==> config.mk <==
export PLATFORM = sky130hd
export DESIGN_NAME = retry_scheduler_flat
export DESIGN_NICKNAME = d
export VERILOG_FILES = /design/src/rtl/retry_scheduler_pkg.sv /design/src/rtl/retry_scheduler_if.sv /design/src/rtl/retry_scheduler_rr_pick.sv /design/src/rtl/retry_scheduler.sv /design/src/flat_wrapper.sv
export SDC_FILE = /design/constraint.sdc
export NUM_CORES = 1
export LEC_CHECK = 0
export CORE_MARGIN = 2
export CORE_UTILIZATION = 55
export CTS_CLUSTER_SIZE = 24
export DETAILED_ROUTE_END_ITERATION = 8
export GPL_ROUTABILITY_DRIVEN = 0
export PLACE_DENSITY = 0.71
export SYNTH_ARGS = -nofsm -noshare
export SYNTH_HDL_FRONTEND = slang
export SYNTH_HIERARCHICAL = 1
export SYNTH_SLANG_ARGS = --single-unit
==> constraint.sdc <==
create_clock -name clk_i -period 12.25 [get_ports clk_i]
set_input_delay 2.45 -clock clk_i [delete_from_list [all_inputs] [get_ports clk_i]]
set_output_delay 2.45 -clock clk_i [all_outputs]
set_load 0.05 [all_outputs]
==> src/rtl/retry_scheduler_pkg.sv <==
// retry_scheduler_pkg: entry-state encoding shared by the retry scheduler files.
package retry_scheduler_pkg;
    typedef enum logic [1:0] {FREE, QUEUED, INFLIGHT, RETRY} entry_state_e;

    function automatic logic is_busy(entry_state_e s);
        return s != FREE;
    endfunction
endpackage

==> src/rtl/retry_scheduler_if.sv <==
// retry_scheduler_if: upstream, downstream and completion signals of the retry scheduler.
interface retry_scheduler_if #(
    parameter type DataType = logic [7:0],
    parameter int  IDSize   = 3
);
    DataType           data_i;
    logic              valid_i;
    logic              ready_o;
    DataType           data_o;
    logic [IDSize-1:0] id_o;
    logic              valid_o;
    logic              ready_i;
    logic              done_valid_i;
    logic [IDSize-1:0] done_id_i;
    logic              done_retry_i;
    logic              fail_o;
    logic [IDSize-1:0] fail_id_o;
    logic              spurious_o;
    logic [IDSize:0]   outstanding_o;

    modport master (
        output data_i, valid_i, ready_i, done_valid_i, done_id_i, done_retry_i,
        input  ready_o, data_o, id_o, valid_o, fail_o, fail_id_o, spurious_o, outstanding_o
    );

    modport slave (
        input  data_i, valid_i, ready_i, done_valid_i, done_id_i, done_retry_i,
        output ready_o, data_o, id_o, valid_o, fail_o, fail_id_o, spurious_o, outstanding_o
    );
endinterface

==> src/rtl/retry_scheduler_rr_pick.sv <==
// retry_scheduler_rr_pick: first set request at or after i_ptr, wrapping modulo 2**W.
module retry_scheduler_rr_pick #(
    parameter int W = 3
) (
    input  logic [2**W-1:0] i_req,
    input  logic [W-1:0]    i_ptr,
    output logic [W-1:0]    o_idx,
    output logic            o_valid
);
    // Scan downward so the smallest offset from i_ptr wins.
    always_comb begin
        o_idx = '0;
        o_valid = 1'b0;
        for (int k = 2**W-1; k >= 0; k--) begin
            if (i_req[i_ptr + W'(k)]) begin
                o_idx = i_ptr + W'(k);
                o_valid = 1'b1;
            end
        end
    end
endmodule

==> src/rtl/retry_scheduler.sv <==
// retry_scheduler: allocates IDs, keeps a replay copy per ID and re-issues retried
// transactions ahead of new input, with a bounded retry budget per transaction.
module retry_scheduler
    import retry_scheduler_pkg::*;
#(
    parameter type DataType   = logic [7:0],
    parameter int  IDSize     = 3,
    parameter int  MaxRetries = 3
) (
    input logic clk_i,
    input logic rst_i,
    retry_scheduler_if.slave bus
);
    localparam int NumIds = 2**IDSize;
    localparam int CW = $clog2(MaxRetries + 1);

    typedef struct packed {
        entry_state_e state;
        logic [CW-1:0] cnt;
    } entry_t;

    entry_t            r_ent [NumIds];
    entry_t            w_ent [NumIds];
    DataType           r_mem [NumIds];
    DataType           r_data;
    logic [IDSize-1:0] r_id;
    logic [IDSize-1:0] r_ptr;
    logic [IDSize-1:0] r_fail_id;
    logic              r_valid;
    logic              r_fail;
    logic              r_spur;

    logic [NumIds-1:0] w_free;
    logic [NumIds-1:0] w_rtry;
    logic [IDSize-1:0] w_free_idx;
    logic [IDSize-1:0] w_rtry_idx;
    logic [IDSize:0]   w_outst;
    logic              w_free_any;
    logic              w_rtry_any;
    logic              w_load;
    logic              w_ready;
    logic              w_take_rtry;
    logic              w_take_new;
    logic              w_issue;
    logic              w_done_ok;
    logic              w_fail;
    logic              w_spur;

    always_comb begin
        w_free = '0;
        w_rtry = '0;
        for (int k = 0; k < NumIds; k++) begin
            w_free[k] = r_ent[k].state == FREE;
            w_rtry[k] = r_ent[k].state == RETRY;
        end
    end

    retry_scheduler_rr_pick #(.W(IDSize)) u_rtry_pick (
        .i_req  (w_rtry),
        .i_ptr  (r_ptr),
        .o_idx  (w_rtry_idx),
        .o_valid(w_rtry_any)
    );

    retry_scheduler_rr_pick #(.W(IDSize)) u_free_pick (
        .i_req  (w_free),
        .i_ptr  ('0),
        .o_idx  (w_free_idx),
        .o_valid(w_free_any)
    );

    assign w_load      = !r_valid || bus.ready_i;
    assign w_ready     = w_load && w_free_any && !w_rtry_any;
    assign w_take_rtry = w_load && w_rtry_any;
    assign w_take_new  = w_ready && bus.valid_i;
    assign w_issue     = r_valid && bus.ready_i;
    assign w_done_ok   = bus.done_valid_i && r_ent[bus.done_id_i].state == INFLIGHT;
    assign w_spur      = bus.done_valid_i && !w_done_ok;
    assign w_fail      = w_done_ok && bus.done_retry_i && r_ent[bus.done_id_i].cnt == CW'(MaxRetries);

    // Each event touches an entry in a distinct state, so the updates never collide.
    always_comb begin
        w_ent = r_ent;
        if (w_issue) w_ent[r_id].state = INFLIGHT;
        if (w_done_ok) begin
            if (bus.done_retry_i && !w_fail) begin
                w_ent[bus.done_id_i].state = RETRY;
                w_ent[bus.done_id_i].cnt = r_ent[bus.done_id_i].cnt + CW'(1);
            end else begin
                w_ent[bus.done_id_i].state = FREE;
            end
        end
        if (w_take_rtry) w_ent[w_rtry_idx].state = QUEUED;
        if (w_take_new) w_ent[w_free_idx] = '{state: QUEUED, cnt: '0};
    end

    always_comb begin
        w_outst = '0;
        for (int k = 0; k < NumIds; k++) w_outst = w_outst + (IDSize+1)'(is_busy(r_ent[k].state));
    end

    always_ff @(posedge clk_i) begin
        if (rst_i) begin
            for (int k = 0; k < NumIds; k++) r_ent[k] <= '{state: FREE, cnt: '0};
            r_valid   <= 1'b0;
            r_data    <= '0;
            r_id      <= '0;
            r_ptr     <= '0;
            r_fail    <= 1'b0;
            r_fail_id <= '0;
            r_spur    <= 1'b0;
        end else begin
            r_ent  <= w_ent;
            r_fail <= w_fail;
            r_spur <= w_spur;
            if (w_fail) r_fail_id <= bus.done_id_i;
            if (w_take_rtry) begin
                r_data  <= r_mem[w_rtry_idx];
                r_id    <= w_rtry_idx;
                r_ptr   <= w_rtry_idx + 1'b1;
                r_valid <= 1'b1;
            end else if (w_take_new) begin
                r_data  <= bus.data_i;
                r_id    <= w_free_idx;
                r_valid <= 1'b1;
            end else if (bus.ready_i) begin
                r_valid <= 1'b0;
            end
        end
    end

    always_ff @(posedge clk_i) begin
        if (w_take_new) r_mem[w_free_idx] <= bus.data_i;
    end

    assign bus.ready_o       = w_ready;
    assign bus.data_o        = r_data;
    assign bus.id_o          = r_id;
    assign bus.valid_o       = r_valid;
    assign bus.fail_o        = r_fail;
    assign bus.fail_id_o     = r_fail_id;
    assign bus.spurious_o    = r_spur;
    assign bus.outstanding_o = w_outst;
endmodule

==> src/flat_wrapper.sv <==
// flat-port wrapper written by rule: the top's interface ports become plain ports
module retry_scheduler_flat import retry_scheduler_pkg::*;
#(
    parameter type DataType   = logic [7:0],
    parameter int  IDSize     = 3,
    parameter int  MaxRetries = 3
)
  (clk_i, rst_i, bus_data_i, bus_valid_i, bus_ready_i, bus_done_valid_i, bus_done_id_i, bus_done_retry_i, bus_ready_o, bus_data_o, bus_id_o, bus_valid_o, bus_fail_o, bus_fail_id_o, bus_spurious_o, bus_outstanding_o);
  retry_scheduler_if #(.DataType(DataType), .IDSize(IDSize)) bus_i ();
  input logic clk_i;
  input logic rst_i;
  input wire logic [$bits(bus_i.data_i)-1:0] bus_data_i;
  input wire logic [$bits(bus_i.valid_i)-1:0] bus_valid_i;
  input wire logic [$bits(bus_i.ready_i)-1:0] bus_ready_i;
  input wire logic [$bits(bus_i.done_valid_i)-1:0] bus_done_valid_i;
  input wire logic [$bits(bus_i.done_id_i)-1:0] bus_done_id_i;
  input wire logic [$bits(bus_i.done_retry_i)-1:0] bus_done_retry_i;
  output wire logic [$bits(bus_i.ready_o)-1:0] bus_ready_o;
  output wire logic [$bits(bus_i.data_o)-1:0] bus_data_o;
  output wire logic [$bits(bus_i.id_o)-1:0] bus_id_o;
  output wire logic [$bits(bus_i.valid_o)-1:0] bus_valid_o;
  output wire logic [$bits(bus_i.fail_o)-1:0] bus_fail_o;
  output wire logic [$bits(bus_i.fail_id_o)-1:0] bus_fail_id_o;
  output wire logic [$bits(bus_i.spurious_o)-1:0] bus_spurious_o;
  output wire logic [$bits(bus_i.outstanding_o)-1:0] bus_outstanding_o;
  assign bus_i.data_i = bus_data_i;
  assign bus_i.valid_i = bus_valid_i;
  assign bus_i.ready_i = bus_ready_i;
  assign bus_i.done_valid_i = bus_done_valid_i;
  assign bus_i.done_id_i = bus_done_id_i;
  assign bus_i.done_retry_i = bus_done_retry_i;
  assign bus_ready_o = bus_i.ready_o;
  assign bus_data_o = bus_i.data_o;
  assign bus_id_o = bus_i.id_o;
  assign bus_valid_o = bus_i.valid_o;
  assign bus_fail_o = bus_i.fail_o;
  assign bus_fail_id_o = bus_i.fail_id_o;
  assign bus_spurious_o = bus_i.spurious_o;
  assign bus_outstanding_o = bus_i.outstanding_o;
  retry_scheduler #(.DataType(DataType), .IDSize(IDSize), .MaxRetries(MaxRetries)) u_core (.clk_i(clk_i), .rst_i(rst_i), .bus(bus_i));
endmodule
==> results.md <==
### Clock tree
- maximum buffer depth of the clock tree: 2
- number of buffers inserted to repair setup after CTS: 0
- CTS tree: built
- number of buffers added by the clock tree synthesis step: 17
- Clk Latency, worst-skew pair: 410 ps
- Resize count post-CTS: 0
- hold buffer count at CTS: 0
- total number of clock tree sinks: 116
- number of H-tree branching levels: 4
- Root Buffer: sky130_fd_sc_hd__clkbuf_16
- Clock transition at path regs: 50 ps

### Floorplanning
- Site Rows: 42
- starting density of the core: 55.7%
- overall die area: 14200 µm²
- I/O pin cnt: 39
- DIE WIDTH: 119 µm
- Die Y-Extent: 119 µm
- core region area: 13100 µm²

### Worst setup path
- cell with the largest stage delay on the worst path: sky130_fd_sc_hd__clkdlybuf4s50_1
- Register-to-Register Path Depth: 9
- buffers plus inverters on the worst setup path: 2
- Largest stage delay, worst path: 840 ps
- endpoint of the most critical register-to-register path: u_core/r_mem[6][3]
- sequence of cells on the critical path: inv_1 -> ha_1 -> mux4_1 -> nor4_1 -> nand4_1 -> nand2b_1 -> nor2_1 -> clkdlybuf4s50_1
- CP startpoint kind: register
- type of destination of the critical path: output pin
- Critical Setup Path Class: reg -> out
- critical path required time: 9800 ps
- origin of the critical flop-to-flop path: u_core/r_ptr[1]
- cell family with most CP delay: simple AND/OR/NAND/NOR gates
- arrival time of the worst setup path: 4620 ps
- R2R Setup Slk: 7080 ps
- top fanout value on the critical path: 16

### Layout
- ratio of cells with drive above 1 in the final layout: 13.0%
- diodes inserted: 0
- final net count: 734
- layout overhead on the synthesized area: 13.9%

### STA
- Worst-Margin Slew: 1190 ps
- number of hold violations in the final report: 0
- headroom to the max-slew limit: 20.2%
- final number of setup-violating endpoints: 0
- final cycle utilization of the critical path: 57.7%
- Setup TNS Final: 0 ps
- crit path setup slack, layout: 5180 ps
- Fin Clk Skew: 10.7 ps
- hold slack: 459 ps
- final-report max-slew violation count: 0
- maximum clock frequency: 141 MHz
- post-layout min period: 7070 ps
- unrepaired setup endpoints after global routing: no

### GRT
- number of antenna violations at the first check in global routing: 0
- largest net degree at the start of global routing: 27
- remaining global-route overflow: 0
- via count of the first global-routing pass: 5641
- combined global-route utilization of all metal layers: 26.9%
- wire length of the first global-routing pass: 29700 µm

### Place
- input/output buffers: 38
- half-perimeter wire length after detailed placement: 12700 µm
- Placement Setup Slack: 5650 ps

### Logic synthesis
- number of enable flip-flop cells after synthesis: 64
- share of synthesized flip-flops with an asynchronous set or reset: 0%
- combined area of all synthesized cells: 7290 µm²
- Primary FF master, synth: sky130_fd_sc_hd__edfxtp_1
- ranking of synthesized cells by instance count: 73 x sky130_fd_sc_hd__nand2_1, 64 x sky130_fd_sc_hd__edfxtp_1, 52 x sky130_fd_sc_hd__dfxtp_1, 45 x sky130_fd_sc_hd__mux2i_1, 39 x sky130_fd_sc_hd__nor2_1
- area fraction of the dominant cell type after synthesis: 26.4%
- most common cell in the synthesized netlist: sky130_fd_sc_hd__nand2_1
- cell types occupying the most area after synthesis: sky130_fd_sc_hd__edfxtp_1 26%, sky130_fd_sc_hd__dfxtp_1 14%, sky130_fd_sc_hd__mux4_2 8.3%
- proportion of synthesized chip area in sequential cells: 40.6%
- Yosys warning total: 6
- Unique masters post-synth: 70
- biggest area consumer among synthesized cells: sky130_fd_sc_hd__edfxtp_1
- register bit count reported by yosys: 116
- cell count after synthesis: 673
- post-synthesis area per instance: 10.8 µm²

### Power
- Combinational Power Share: 15.7%
- leakage power: 2.84 nW
- internal power: 766 µW
- Cell Pwr Density: 128 nW/µm²
- peak supply drop: 0.119 mV
- net switching power: 293 µW
- proportion of power drawn by the clock network: 43.4%
- sequential share of power: 41.0%
- Switching Share: 27.7%

### Worst hold path
- hold-critical path endpoint: u_core/r_ent[13]
- cell depth of the worst hold path: 2
- worst hold path class: reg -> reg
- min-delay src: u_core/r_ent[13]

### Detailed routing
- first-pass detailed-route iteration total: 5
- routed length per instance: 20.8 µm
- First DRT Iteration DRCs: 533
- routed wire length: 18600 µm
- via count: 5793
- number of nets still failing antenna checks after routing: 0
- number of design rule violations left after detail routing: 0
- routed vias/inst: 6.49

### Job
- Max Cap Viol: 0

### Run status
- run status: finished clean

-- power by group through the flow --
stage	sequential (mW)	combinational [mW]	clock (mW)
6_report	0.434	0.166	0.459
5_1_grt	0.435	0.178	0.481
4_1_cts	0.434	0.162	0.463
3_5_place_dp	0.442	0.161	0
3_3_place_gp	0.441	0.158	0
2_1_floorplan	0.450	0.108	0
-- how the worst max path moves through the flow --
stage	from	end	depth (start not counted)
2_1_floorplan	u_core/r_ent[19]	bus_outstanding_o[2]	9
3_3_place_gp	bus_ready_i	bus_ready_o	4
3_5_place_dp	bus_ready_i	bus_ready_o	4
4_1_cts	u_core/r_ptr[1]	bus_ready_o	8
5_1_grt	u_core/r_ptr[1]	bus_ready_o	8
6_report	u_core/r_ptr[1]	bus_ready_o	8
-- worst register-to-register path, delay by kind of cell, from the launching register on --
family        cells  cell delay (ps)
fa+ha+maj         1              570
mux               1              450
simple gates      5             2530
buf+inv           2              570
flops             1              750
-- cell families after synthesis --
family / share of synthesized area (%)
compound gates: 13.7
xor+xnor: 0.961
fa+ha+maj: 2.64
buf+inv: 4.46
flops: 40.6
mux: 20.2
other cells: 0.0514
simple gates: 17.4
-- flip-flops by register name (all words and copies together) (netlist names) --
name                   count
u_core/bus.fail_o          1
u_core/bus.data_o          8
u_core/bus.id_o            3
u_core/bus.fail_id_o       3
u_core/bus.valid_o         1
u_core/r_mem              64
u_core/bus.spurious_o      1
u_core/r_ptr               3
u_core/r_ent              32
-- through the flow --
step,std cells,power [mW],area [µm²],util [%]
3_3_place_gp,861,0.599,7750,59.2
3_5_place_dp,861,0.603,7750,59.2
4_1_cts,893,1.06,8310,63.5
5_1_grt,893,1.10,8310,63.5
6_report,893,1.06,8310,63.5
2_1_floorplan,682,0.559,7320,-
-- cell usage in the layout (no fill, tap or decap), drive strengths merged, types with 5 or more instances in the layout --
cell and count:
a211oi 20, a21oi 29, a31oi 10, a41oi 5
and2 15, buf 8, clkbuf 20, clkdlybuf4s50 38
clkinv 5, clkinvlp 5, conb 10, dfxtp 52
edfxtp 64, ha 9, inv 23, mux2 13
mux2i 45, mux4 37, nand2 74, nand2b 13
nand3 14, nand3b 5, nand4 9, nor2 40
nor2b 21, nor3 19, nor4 8, o21a 5
o21ai 18, o31a 6, o31ai 8
-- final cells by class --
class	count	area (µm²)
fillers	1010	4780
multi-input cells	501	4050
flip-flops and latches	116	2960
clock buffers	20	447
repair buffers	46	440
well taps	176	220
clock inverters	12	108
inverters	22	82.6
-- routing by layer --
layer,vias to the layer above,GRT usage (%),wire (µm)
met5,-,0,0
met4,0,9.45,477
met3,43,5.32,1200
met2,249,44.7,9110
met1,2868,35.4,7780
li1,2633,-,-
Power figures use the tool's default switching activity.
